===== src/rtl/digdug_pkg.sv =====
// Shared types and constants for the Dig Dug CPU-to-I/O bus arbiter.
package digdug_pkg;

    localparam int NCPU = 3;
    localparam int AW   = 16;
    localparam int DW   = 8;

    typedef enum logic [1:0] {
        IDLE    = 2'd0,
        ISSUE   = 2'd1,
        CAPTURE = 2'd2
    } state_e;

    typedef logic [1:0] rr_ptr_t;

    localparam logic [DW-1:0] CDO_RST = 8'hFF;

    function automatic rr_ptr_t rr_next(input rr_ptr_t p);
        case (p)
            2'd0:    rr_next = 2'd1;
            2'd1:    rr_next = 2'd2;
            default: rr_next = 2'd0;
        endcase
    endfunction

endpackage


===== src/rtl/digdug_cpu_bus_arb_if.sv =====
// Signal bundle between the three CPU ports, the arbiter and the shared I/O-device bus.
interface digdug_cpu_bus_arb_if;
    import digdug_pkg::*;

    logic [NCPU-1:0]    CREQ;
    logic [NCPU-1:0]    CWR;
    logic [NCPU*AW-1:0] CAD;
    logic [NCPU*DW-1:0] CDI;
    logic [NCPU-1:0]    CRST;
    logic [NCPU-1:0]    CWAIT;
    logic [NCPU-1:0]    CACK;
    logic [NCPU*DW-1:0] CDO;
    logic [NCPU-1:0]    CDV;
    logic [AW-1:0]      AD;
    logic               WR;
    logic               RD;
    logic [DW-1:0]      DI;
    logic [DW-1:0]      DO;
    logic               DV;

    modport master (
        input  CREQ, CWR, CAD, CDI, CRST, DO, DV,
        output CWAIT, CACK, CDO, CDV, AD, WR, RD, DI
    );

    modport slave (
        output CREQ, CWR, CAD, CDI, CRST, DO, DV,
        input  CWAIT, CACK, CDO, CDV, AD, WR, RD, DI
    );

endinterface


===== src/rtl/digdug_rr_pick3.sv =====
// Round-robin selector: first pending CPU at or after the pointer, wrapping 2->0.
module digdug_rr_pick3
    import digdug_pkg::*;
(
    input  logic [NCPU-1:0] pending_i,
    input  rr_ptr_t         ptr_i,
    output rr_ptr_t         grant_o,
    output logic            valid_o
);

    logic [2:0] sel_s;

    // Returns {valid, index} for the first set bit in the search order a, b, c.
    function automatic logic [2:0] first_of(input logic [2:0] pend,
                                            input rr_ptr_t a, input rr_ptr_t b, input rr_ptr_t c);
        if (pend[a]) begin
            first_of = {1'b1, a};
        end else if (pend[b]) begin
            first_of = {1'b1, b};
        end else if (pend[c]) begin
            first_of = {1'b1, c};
        end else begin
            first_of = {1'b0, 2'd0};
        end
    endfunction

    // Rotate the search order by the pointer.
    always_comb begin
        sel_s = 3'b000;
        case (ptr_i)
            2'd0:    sel_s = first_of(pending_i, 2'd0, 2'd1, 2'd2);
            2'd1:    sel_s = first_of(pending_i, 2'd1, 2'd2, 2'd0);
            2'd2:    sel_s = first_of(pending_i, 2'd2, 2'd0, 2'd1);
            default: sel_s = first_of(pending_i, 2'd0, 2'd1, 2'd2);
        endcase
    end

    assign grant_o = sel_s[1:0];
    assign valid_o = sel_s[2];

endmodule


===== src/rtl/digdug_cpu_bus_arb.sv =====
// Serialises the three CPUs' I/O accesses onto the shared device bus, one 3-cycle
// access at a time, returning read data and stalling each CPU until its access completes.
module digdug_cpu_bus_arb
    import digdug_pkg::*;
(
    input  logic                 CL,
    input  logic                 RESET_N,
    digdug_cpu_bus_arb_if.master bus
);

    state_e                 state_q, state_d;
    rr_ptr_t                ptr_q, ptr_d;
    rr_ptr_t                gnt_q, gnt_d;
    rr_ptr_t                pick_s;
    logic                   pick_vld_s;
    logic [NCPU-1:0]        arm_q, arm_d;
    logic [NCPU-1:0]        cack_q, cack_d;
    logic [NCPU-1:0]        cdv_q, cdv_d;
    logic [NCPU-1:0][DW-1:0] cdo_q, cdo_d;
    logic [AW-1:0]          ad_q, ad_d;
    logic [DW-1:0]          di_q, di_d;
    logic                   wr_q, wr_d;
    logic                   rd_q, rd_d;
    logic                   iswr_q, iswr_d;
    logic [NCPU-1:0]        pending_s;
    logic [NCPU-1:0]        cwait_s;
    logic                   flush_s;
    logic [NCPU-1:0][AW-1:0] cad_s;
    logic [NCPU-1:0][DW-1:0] cdi_s;

    assign cad_s = bus.CAD;
    assign cdi_s = bus.CDI;

    // ARM keeps a held CREQ from being serviced twice.
    assign pending_s = bus.CREQ & arm_q & ~bus.CRST;

    // A grantee that dropped its request or went into reset mid-access is flushed.
    assign flush_s = bus.CRST[gnt_q] | ~bus.CREQ[gnt_q];

    digdug_rr_pick3 u_pick (
        .pending_i (pending_s),
        .ptr_i     (ptr_q),
        .grant_o   (pick_s),
        .valid_o   (pick_vld_s)
    );

    // WAIT follows the request combinationally and stays up while the grantee's access is in flight.
    always_comb begin
        cwait_s = {NCPU{1'b0}};
        for (int i = 0; i < NCPU; i++) begin
            if (RESET_N && (pending_s[i] || ((state_q != IDLE) && (gnt_q == rr_ptr_t'(i))))) begin
                cwait_s[i] = 1'b1;
            end else begin
                cwait_s[i] = 1'b0;
            end
        end
    end

    // Access sequencer: IDLE grants and latches, ISSUE strobes, CAPTURE acknowledges.
    always_comb begin
        state_d = state_q;
        ptr_d   = ptr_q;
        gnt_d   = gnt_q;
        ad_d    = ad_q;
        di_d    = di_q;
        iswr_d  = iswr_q;
        wr_d    = 1'b0;
        rd_d    = 1'b0;
        cack_d  = {NCPU{1'b0}};
        cdo_d   = cdo_q;
        cdv_d   = cdv_q;
        arm_d   = arm_q | ~bus.CREQ | bus.CRST;

        case (state_q)
            IDLE: begin
                if (pick_vld_s) begin
                    gnt_d   = pick_s;
                    ad_d    = cad_s[pick_s];
                    di_d    = cdi_s[pick_s];
                    iswr_d  = bus.CWR[pick_s];
                    wr_d    = bus.CWR[pick_s];
                    rd_d    = ~bus.CWR[pick_s];
                    state_d = ISSUE;
                end else begin
                    state_d = IDLE;
                end
            end
            ISSUE: begin
                state_d = CAPTURE;
                // Ack and read data are registered here so they appear together in CAPTURE.
                if (flush_s) begin
                    arm_d[gnt_q] = 1'b1;
                end else begin
                    cack_d[gnt_q] = 1'b1;
                    arm_d[gnt_q]  = 1'b0;
                    if (!iswr_q) begin
                        cdo_d[gnt_q] = bus.DO;
                        cdv_d[gnt_q] = bus.DV;
                    end else begin
                        cdo_d = cdo_q;
                    end
                end
            end
            CAPTURE: begin
                ptr_d   = rr_next(gnt_q);
                state_d = IDLE;
            end
            default: begin
                state_d = IDLE;
            end
        endcase
    end

    // State and output registers; async reset aborts any in-flight strobe.
    always_ff @(posedge CL or negedge RESET_N) begin
        if (!RESET_N) begin
            state_q <= IDLE;
            ptr_q   <= 2'd0;
            gnt_q   <= 2'd0;
            arm_q   <= {NCPU{1'b1}};
            cack_q  <= {NCPU{1'b0}};
            cdv_q   <= {NCPU{1'b0}};
            cdo_q   <= {NCPU{CDO_RST}};
            ad_q    <= 16'h0000;
            di_q    <= 8'h00;
            wr_q    <= 1'b0;
            rd_q    <= 1'b0;
            iswr_q  <= 1'b0;
        end else begin
            state_q <= state_d;
            ptr_q   <= ptr_d;
            gnt_q   <= gnt_d;
            arm_q   <= arm_d;
            cack_q  <= cack_d;
            cdv_q   <= cdv_d;
            cdo_q   <= cdo_d;
            ad_q    <= ad_d;
            di_q    <= di_d;
            wr_q    <= wr_d;
            rd_q    <= rd_d;
            iswr_q  <= iswr_d;
        end
    end

    assign bus.CWAIT = cwait_s;
    assign bus.CACK  = cack_q;
    assign bus.CDO   = cdo_q;
    assign bus.CDV   = cdv_q;
    assign bus.AD    = ad_q;
    assign bus.WR    = wr_q;
    assign bus.RD    = rd_q;
    assign bus.DI    = di_q;

endmodule


===== src/flat_wrapper.sv =====
// flat-port wrapper written by rule: the top's interface ports become plain ports
module digdug_cpu_bus_arb_flat import digdug_pkg::*;
  (CL, RESET_N, bus_CREQ, bus_CWR, bus_CAD, bus_CDI, bus_CRST, bus_DO, bus_DV, bus_CWAIT, bus_CACK, bus_CDO, bus_CDV, bus_AD, bus_WR, bus_RD, bus_DI);
  digdug_cpu_bus_arb_if bus_i ();
  input  logic CL;
  input  logic RESET_N;
  input wire logic [$bits(bus_i.CREQ)-1:0] bus_CREQ;
  input wire logic [$bits(bus_i.CWR)-1:0] bus_CWR;
  input wire logic [$bits(bus_i.CAD)-1:0] bus_CAD;
  input wire logic [$bits(bus_i.CDI)-1:0] bus_CDI;
  input wire logic [$bits(bus_i.CRST)-1:0] bus_CRST;
  input wire logic [$bits(bus_i.DO)-1:0] bus_DO;
  input wire logic [$bits(bus_i.DV)-1:0] bus_DV;
  output wire logic [$bits(bus_i.CWAIT)-1:0] bus_CWAIT;
  output wire logic [$bits(bus_i.CACK)-1:0] bus_CACK;
  output wire logic [$bits(bus_i.CDO)-1:0] bus_CDO;
  output wire logic [$bits(bus_i.CDV)-1:0] bus_CDV;
  output wire logic [$bits(bus_i.AD)-1:0] bus_AD;
  output wire logic [$bits(bus_i.WR)-1:0] bus_WR;
  output wire logic [$bits(bus_i.RD)-1:0] bus_RD;
  output wire logic [$bits(bus_i.DI)-1:0] bus_DI;
  assign bus_i.CREQ = bus_CREQ;
  assign bus_i.CWR = bus_CWR;
  assign bus_i.CAD = bus_CAD;
  assign bus_i.CDI = bus_CDI;
  assign bus_i.CRST = bus_CRST;
  assign bus_i.DO = bus_DO;
  assign bus_i.DV = bus_DV;
  assign bus_CWAIT = bus_i.CWAIT;
  assign bus_CACK = bus_i.CACK;
  assign bus_CDO = bus_i.CDO;
  assign bus_CDV = bus_i.CDV;
  assign bus_AD = bus_i.AD;
  assign bus_WR = bus_i.WR;
  assign bus_RD = bus_i.RD;
  assign bus_DI = bus_i.DI;
  digdug_cpu_bus_arb u_core (.CL(CL), .RESET_N(RESET_N), .bus(bus_i));
endmodule

===== config.mk =====
export PLATFORM = sky130hd
export DESIGN_NAME = digdug_cpu_bus_arb_flat
export DESIGN_NICKNAME = d
export VERILOG_FILES = /design/src/rtl/digdug_pkg.sv /design/src/rtl/digdug_cpu_bus_arb_if.sv /design/src/rtl/digdug_rr_pick3.sv /design/src/rtl/digdug_cpu_bus_arb.sv /design/src/flat_wrapper.sv
export SDC_FILE = /design/constraint.sdc
export NUM_CORES = 1
export LEC_CHECK = 0
export ABC_CLOCK_PERIOD_IN_PS = 2700
export CAP_MARGIN = 5
export CORE_ASPECT_RATIO = 0.5
export CORE_MARGIN = 10
export CORE_UTILIZATION = 33
export CTS_CLUSTER_SIZE = 30
export DETAILED_ROUTE_END_ITERATION = 8
export PLACE_DENSITY_LB_ADDON = 0.1
export RECOVER_POWER = 100
export SYNTH_ARGS = -nofsm -noshare
export SYNTH_HDL_FRONTEND = slang
export SYNTH_HIERARCHICAL = 1
export SYNTH_SLANG_ARGS = --single-unit

===== constraint.sdc =====
create_clock -name CL -period 2.7 [get_ports CL]
set_input_delay 0.54 -clock CL [delete_from_list [all_inputs] [get_ports CL]]
set_output_delay 0.54 -clock CL [all_outputs]
set_load 0.005 [all_outputs]

---- Word level (Yosys, flattened, before mapping) ----
Index checks and enable logic that the tools add are counted.
word-level totals
  flip-flop bits (word level) ............. 66
  bits in latches ......................... 0
  memory bits (writable) .................. 0
  ROM bits ................................ 0
  output and inout bits ................... 59
  memories ................................ 0
cells by class
  add/sub/neg operators ................... 0
  multiply operators ...................... 0
  divide/modulo/power cells ............... 0
  $lt $le $gt $ge ......................... 3
  equal/unequal tests ..................... 6
  shift operators ......................... 0
  multiplexer cells ....................... 40
  bitwise gates (word level) .............. 14
  reduce and logical (&&, ||, !) cells .... 15
operators with widths
  kind                number
  $mux 3              13
  $bmux 16 s2         1
  $bwmux 24           1
  $bmux 8 s2          1
  $demux 8 s2         1
  $mux 16             1
  $mux 8              2
  $mux 1              12
  $and 3x3->3         3
  $not 3->3           3
  $or 3x3->3          3
  $pmux 2 s2          2
  $logic_and 1x1->1   7
  $bmux 1 s2          3
  $eq 2x1->1 const B  3
  $eq 2x2->1 const B  3
  $lt 2x3->1 const B  2
  $pmux 3 s2          1
  $logic_not 2->1     2
  $not 1->1           4
  $bwmux 3            1
  $logic_or 1x1->1    3
  $reduce_and 3->1    1
  $demux 1 s2         1
  4 further kinds     4

---- Logic depth before layout (Yosys ltp) ----
  depth in word-level cells ............... 11
  mapped depth ............................ 10
  gate-level depth less buffers ........... 8

---- Cells and area by module ----
Netlist, hierarchy kept.
by module, submodules not included
  module              instances  cells an instance  area an instance (µm²)  sequential area each (µm²)
  digdug_cpu_bus_arb  1          274                3,123.0                 1,685.4
  digdug_rr_pick3     1          16                 113.9                   0.0

---- Worst setup path before layout ----
OpenSTA, ideal clock, no wires.
  kind .................................... input -> register
  from .................................... input bus_CREQ[2]
  to ...................................... register u_core.ad_q[0], in the netlist u_core/bus.AD[0]
  library setup time ...................... 0.082 ns
  arrival time ............................ 2.274 ns
  setup slack ............................. 0.344 ns
  cell stages on the path ................. 10
  path buffers ............................ 2
  cell sequence ........................... nor2b_1 -> and2_1 -> inv_1 -> nand3_1 -> a21boi_0 -> nor2b_1 -> clkbuf_1 -> clkbuf_1 -> nand2_1 -> a31oi_1
RTL lines
  item                             RTL line                   source
  start: declaration               flat_wrapper.sv:7          input wire logic [$bits(bus_i.CREQ)-1:0] bus_CREQ;
  $and 3x3->3 * (2 in a row)       digdug_cpu_bus_arb.sv:35   assign pending_s = bus.CREQ & arm_q & ~bus.CRST;
  net u_core.pending_s[2]          digdug_cpu_bus_arb.sv:25   logic [NCPU-1:0] pending_s;
  $mux 3                           digdug_rr_pick3.sv:18      end else if (pend[b]) begin
  $mux 3                           digdug_rr_pick3.sv:16      if (pend[a]) begin
  $pmux 3 s2 *                     digdug_rr_pick3.sv:30      case (ptr_i)
  net u_core.pick_s[0]             digdug_cpu_bus_arb.sv:14   rr_ptr_t pick_s;
  $bmux 16 s2 *                    digdug_cpu_bus_arb.sv:78   ad_d = cad_s[pick_s];
  $mux 16 (implied by the code) *  digdug_cpu_bus_arb.sv:78
  end signal: assignment           digdug_cpu_bus_arb.sv:124  ad_q <= 16'h0000;
  end signal: assignment           digdug_cpu_bus_arb.sv:137  ad_q <= ad_d;
  end: declaration                 digdug_cpu_bus_arb.sv:20   logic [AW-1:0] ad_q, ad_d;
Mark *: on every way through the listed nets, which the timed path passes. The rest lies on a longest branch. The select of a mux whose other input is x is not followed.
A chain may end at the register's enable or synchronous reset.

---- Worst setup path after layout ----
  from .................................... input bus_CREQ[1]
  to ...................................... output bus_CWAIT[1]
on the way
  cells in the longest elaborated chain, start to end .. 5
ends and longest elaborated chain
  item                      RTL line                  source
  $and 3x3->3 (2 in a row)  digdug_cpu_bus_arb.sv:35
  net u_core.pending_s[1]   digdug_cpu_bus_arb.sv:25
  $logic_or 1x1->1          digdug_cpu_bus_arb.sv:51  if (RESET_N && (pending_s[i] || ((state_q != IDLE) && (gnt_q == rr_ptr_t'(i))))) begin
  $logic_and 1x1->1         digdug_cpu_bus_arb.sv:51
  $mux 1                    digdug_cpu_bus_arb.sv:51
  end: declaration          flat_wrapper.sv:14        output wire logic [$bits(bus_i.CWAIT)-1:0] bus_CWAIT;
The timed path passes the listed nets, and every way through them passes these cells.

==> impl_metrics.csv <==
group,metric,value,unit
placed_design,placed_area,0.00498,mm²
logic_synthesis,synthCells,290,
grt,grt_pass1_wl,16000,µm
die,rows,25,
timing,finClkSkew,0.00294,ns
drt,drtIter0Drc,107,
timing,hold_viol,0,
drt,met1_length,3880,µm
logic_synthesis,netlist_area,0.00324,mm²
timing,final-max-slew-violation-count,0,
logic_synthesis,yosysSeqAreaShare,0.521,
drt,drtAntennaViolNets,0,
pwr,irDropWorstVdd,0.000497,V
die,dieArea,0.0144,mm²
die,die_x,160,µm
placed_design,hpwlAfterDp,7730,µm
critical_path,criticalPathCategory,"input pin to output port",
layout,syn_to_final_growth,61.8,%
grt,antenna_found_initial,0,
grt,grtUsageTotal,0.137,
timing,fmax,391,MHz
logic_synthesis,synth.avg_cell_area,11.2,µm²
layout,layout_common_cells,"92 x clkdlybuf4s50_1, 57 x dlygate4sd3_1, 39 x dfrtp_1",
drt,dr_wl_met3,849,µm
drt,avgViaCountPerCell,4.56,
layout,drive_above_1_share,0.223,
layout,layout_commonest_cell,"clkdlybuf4s50_1",
critical_path,endpoint_kind,"output port",
drt,wire_per_inst,16.8,µm
drt,routed.top_layer,"met4",
clocking,cts-buffers-inserted,9,
layout,final_cells,588,
placed_design,routabilityCongestion,0.766,
grt,grt_overflow,0,
clocking,ctsResizeCount,0,
pwr,p_leak,2.15,nW
timing,rsz0062_at_grt,"false",
logic_synthesis,yosysWarnings,6,
critical_path,worstSetupStartpointType,"input pin",
critical_path,critical_path_arrival,2.02,ns
critical_path,cp.required,2.16,ns
drt,drc_errors,0,
grt,grt_pass1_vias,3045,
clocking,clock-root-buffer,"clkbuf_16",
pwr,p_per_area,952,mW/mm²
clocking,cts_sinks,66,
timing,post-route-min-period,2.56,ns
timing,finalCritPeriodShare,0.948,
clocking,clockBufferDepth,2,
layout,fin_area,0.00524,mm²
timing,setup_viol,0,
timing,tightest_slew,1.30,ns
layout,antenna_cells,0,
layout,fin_nets,544,
die,fp.dieH,90.0,µm
die,initial_utilization,0.340,
clocking,clkTransAtPathRegs,0.05,ns
placed_design,io_buffers,150,
timing,relSlewSlack,0.131,
drt,wirelength,9900,µm
worst_hold_path,hold_path_class,"flop to flop",
placed_design,place_inst,572,
clocking,ctsHoldBuffers,0,
logic_synthesis,ys_ff_latch,66,
clocking,cts_setup_buffers,0,
critical_path,path_max_fanout,4,
drt,wl_met2,5090,µm
grt,grt_max_degree,43,
clocking,htreeDepth,3,
drt,num_vias,2681,
die,io_pins,151,
clocking,cts_tree,"yes",
run,max_cap_violations,0,
drt,first_pass_iters,4,
logic_synthesis,synth_nets,386,
die,coreArea,0.00951,mm²
logic_synthesis,ys_types,33,
timing,setup_tns,0,ns
run_status,status,"complete, no violations",
clocking,clock_latency,0.32,ns
[power by group]
part | leakage [nW] | internal, mW | switching, mW
Clock | 0.153 | 0.807 | 0.413
Combinational | 1.25 | 1.17 | 0.835
Sequential | 0.744 | 1.52 | 0.246
Total | 2.15 | 3.49 | 1.49
[final timing paths]
path / startpoint / endpoint / slack (ns) / cells after the start
setup reg to reg: u_core/ptr_q[0]$_DFFE_PN0N_ / u_core/bus.AD[5]$_DFFE_PN0P_ / 0.23 / 9
hold / removal: u_core/arm_q[2]$_DFF_PN1_ / u_core/arm_q[2]$_DFF_PN1_ / 0.47 / 2
setup / recovery: bus_CREQ[1] / bus_CWAIT[1] / 0.14 / 5
min in group asynchronous: RESET_N / u_core/bus.DI[0]$_DFFE_PN0P_ / 0.63 / 2
hold reg to reg: u_core/arm_q[2]$_DFF_PN1_ / u_core/arm_q[2]$_DFF_PN1_ / 0.47 / 2
max in group asynchronous: RESET_N / u_core/bus.CDV[0]$_DFFE_PN0P_ / 1.23 / 2
[state kept, by name, indices dropped and copies added, names as in the netlist, 2 cells and up]
signal,count
u_core/arm_q,3
u_core/bus.AD,16
u_core/bus.CACK,3
u_core/bus.CDO,24
u_core/bus.CDV,3
u_core/bus.DI,8
u_core/gnt_q,2
u_core/ptr_q,2
u_core/state_q,2
[critical path, cell delays in order]
cell and delay, ns:
clkdlybuf4s50_1 0.48, and3b_1 0.30, a21oi_1 0.08, nor2b_1 0.11, clkdlybuf4s50_1 0.51
[per-layer routing]
layer / vias to the layer above / track usage
met2: 81 / 0.236
met4: 0 / 0.0380
li1: 1314 / -
met5: - / 0
met1: 1280 / 0.144
met3: 6 / 0.0728
[area by class of cell]
cell class	instances	area (µm²)
multi-input cells	202	1440
fillers	849	4270
flip-flops and latches	66	1690
clock buffers	11	233
well taps	135	169
inverters	6	22.5
clock inverters	5	78.8
repair buffers	163	1610
[cell usage after synthesis, drive strengths merged]
cell type | number | area (µm²)
buf | 5 | 30.0
dfstp | 27 | 709
nand4bb | 2 | 22.5
nor3 | 3 | 20.0
clkbuf | 11 | 41.3
o2bb2ai | 1 | 8.76
a21oi | 2 | 10.0
mux2i | 26 | 260
inv | 6 | 22.5
a32oi | 1 | 8.76
and3b | 2 | 17.5
o32ai | 1 | 8.76
dfrtp | 39 | 976
o21ai | 1 | 5.00
a31oi | 24 | 150
a21boi | 1 | 7.51
nor2 | 30 | 113
ha | 4 | 50.1
a21o | 2 | 15.0
nand2b | 3 | 18.8
or3 | 2 | 12.5
or2 | 25 | 156
nand3 | 1 | 5.00
and2 | 2 | 12.5
nand2 | 28 | 105
nor3b | 1 | 7.51
nor2b | 8 | 50.1
or4b | 1 | 10.0
mux2 | 31 | 383
[metrics by stage]
step	worst slack (ns)	total power, mW	utilization	hold slack [ns]
after CTS	0.132	5.30	0.557	0.254
final	0.141	4.99	0.551	0.468
after detailed placement	-0.0795	4.04	0.524	0.462
after global routing	0.0454	5.36	0.551	0.497
after floorplan	0.344	2.74	-	0.244
after global placement	0.00851	3.98	0.524	0.465
[kinds of logic (layout without fill, tap and decap cells)]
family                     count (synthesis)  count (layout)  share of synthesized area
AOI/OAI and AO/OA                         33              33                     0.0661
adders and majority gates                  4               4                     0.0155
buffers and inverters                     22             185                     0.0290
DFF                                       66              66                      0.521
muxes                                     57              57                      0.199
and+or+nand+nor                          108             108                      0.170
No activity file was read; power rests on OpenSTA's default activity.
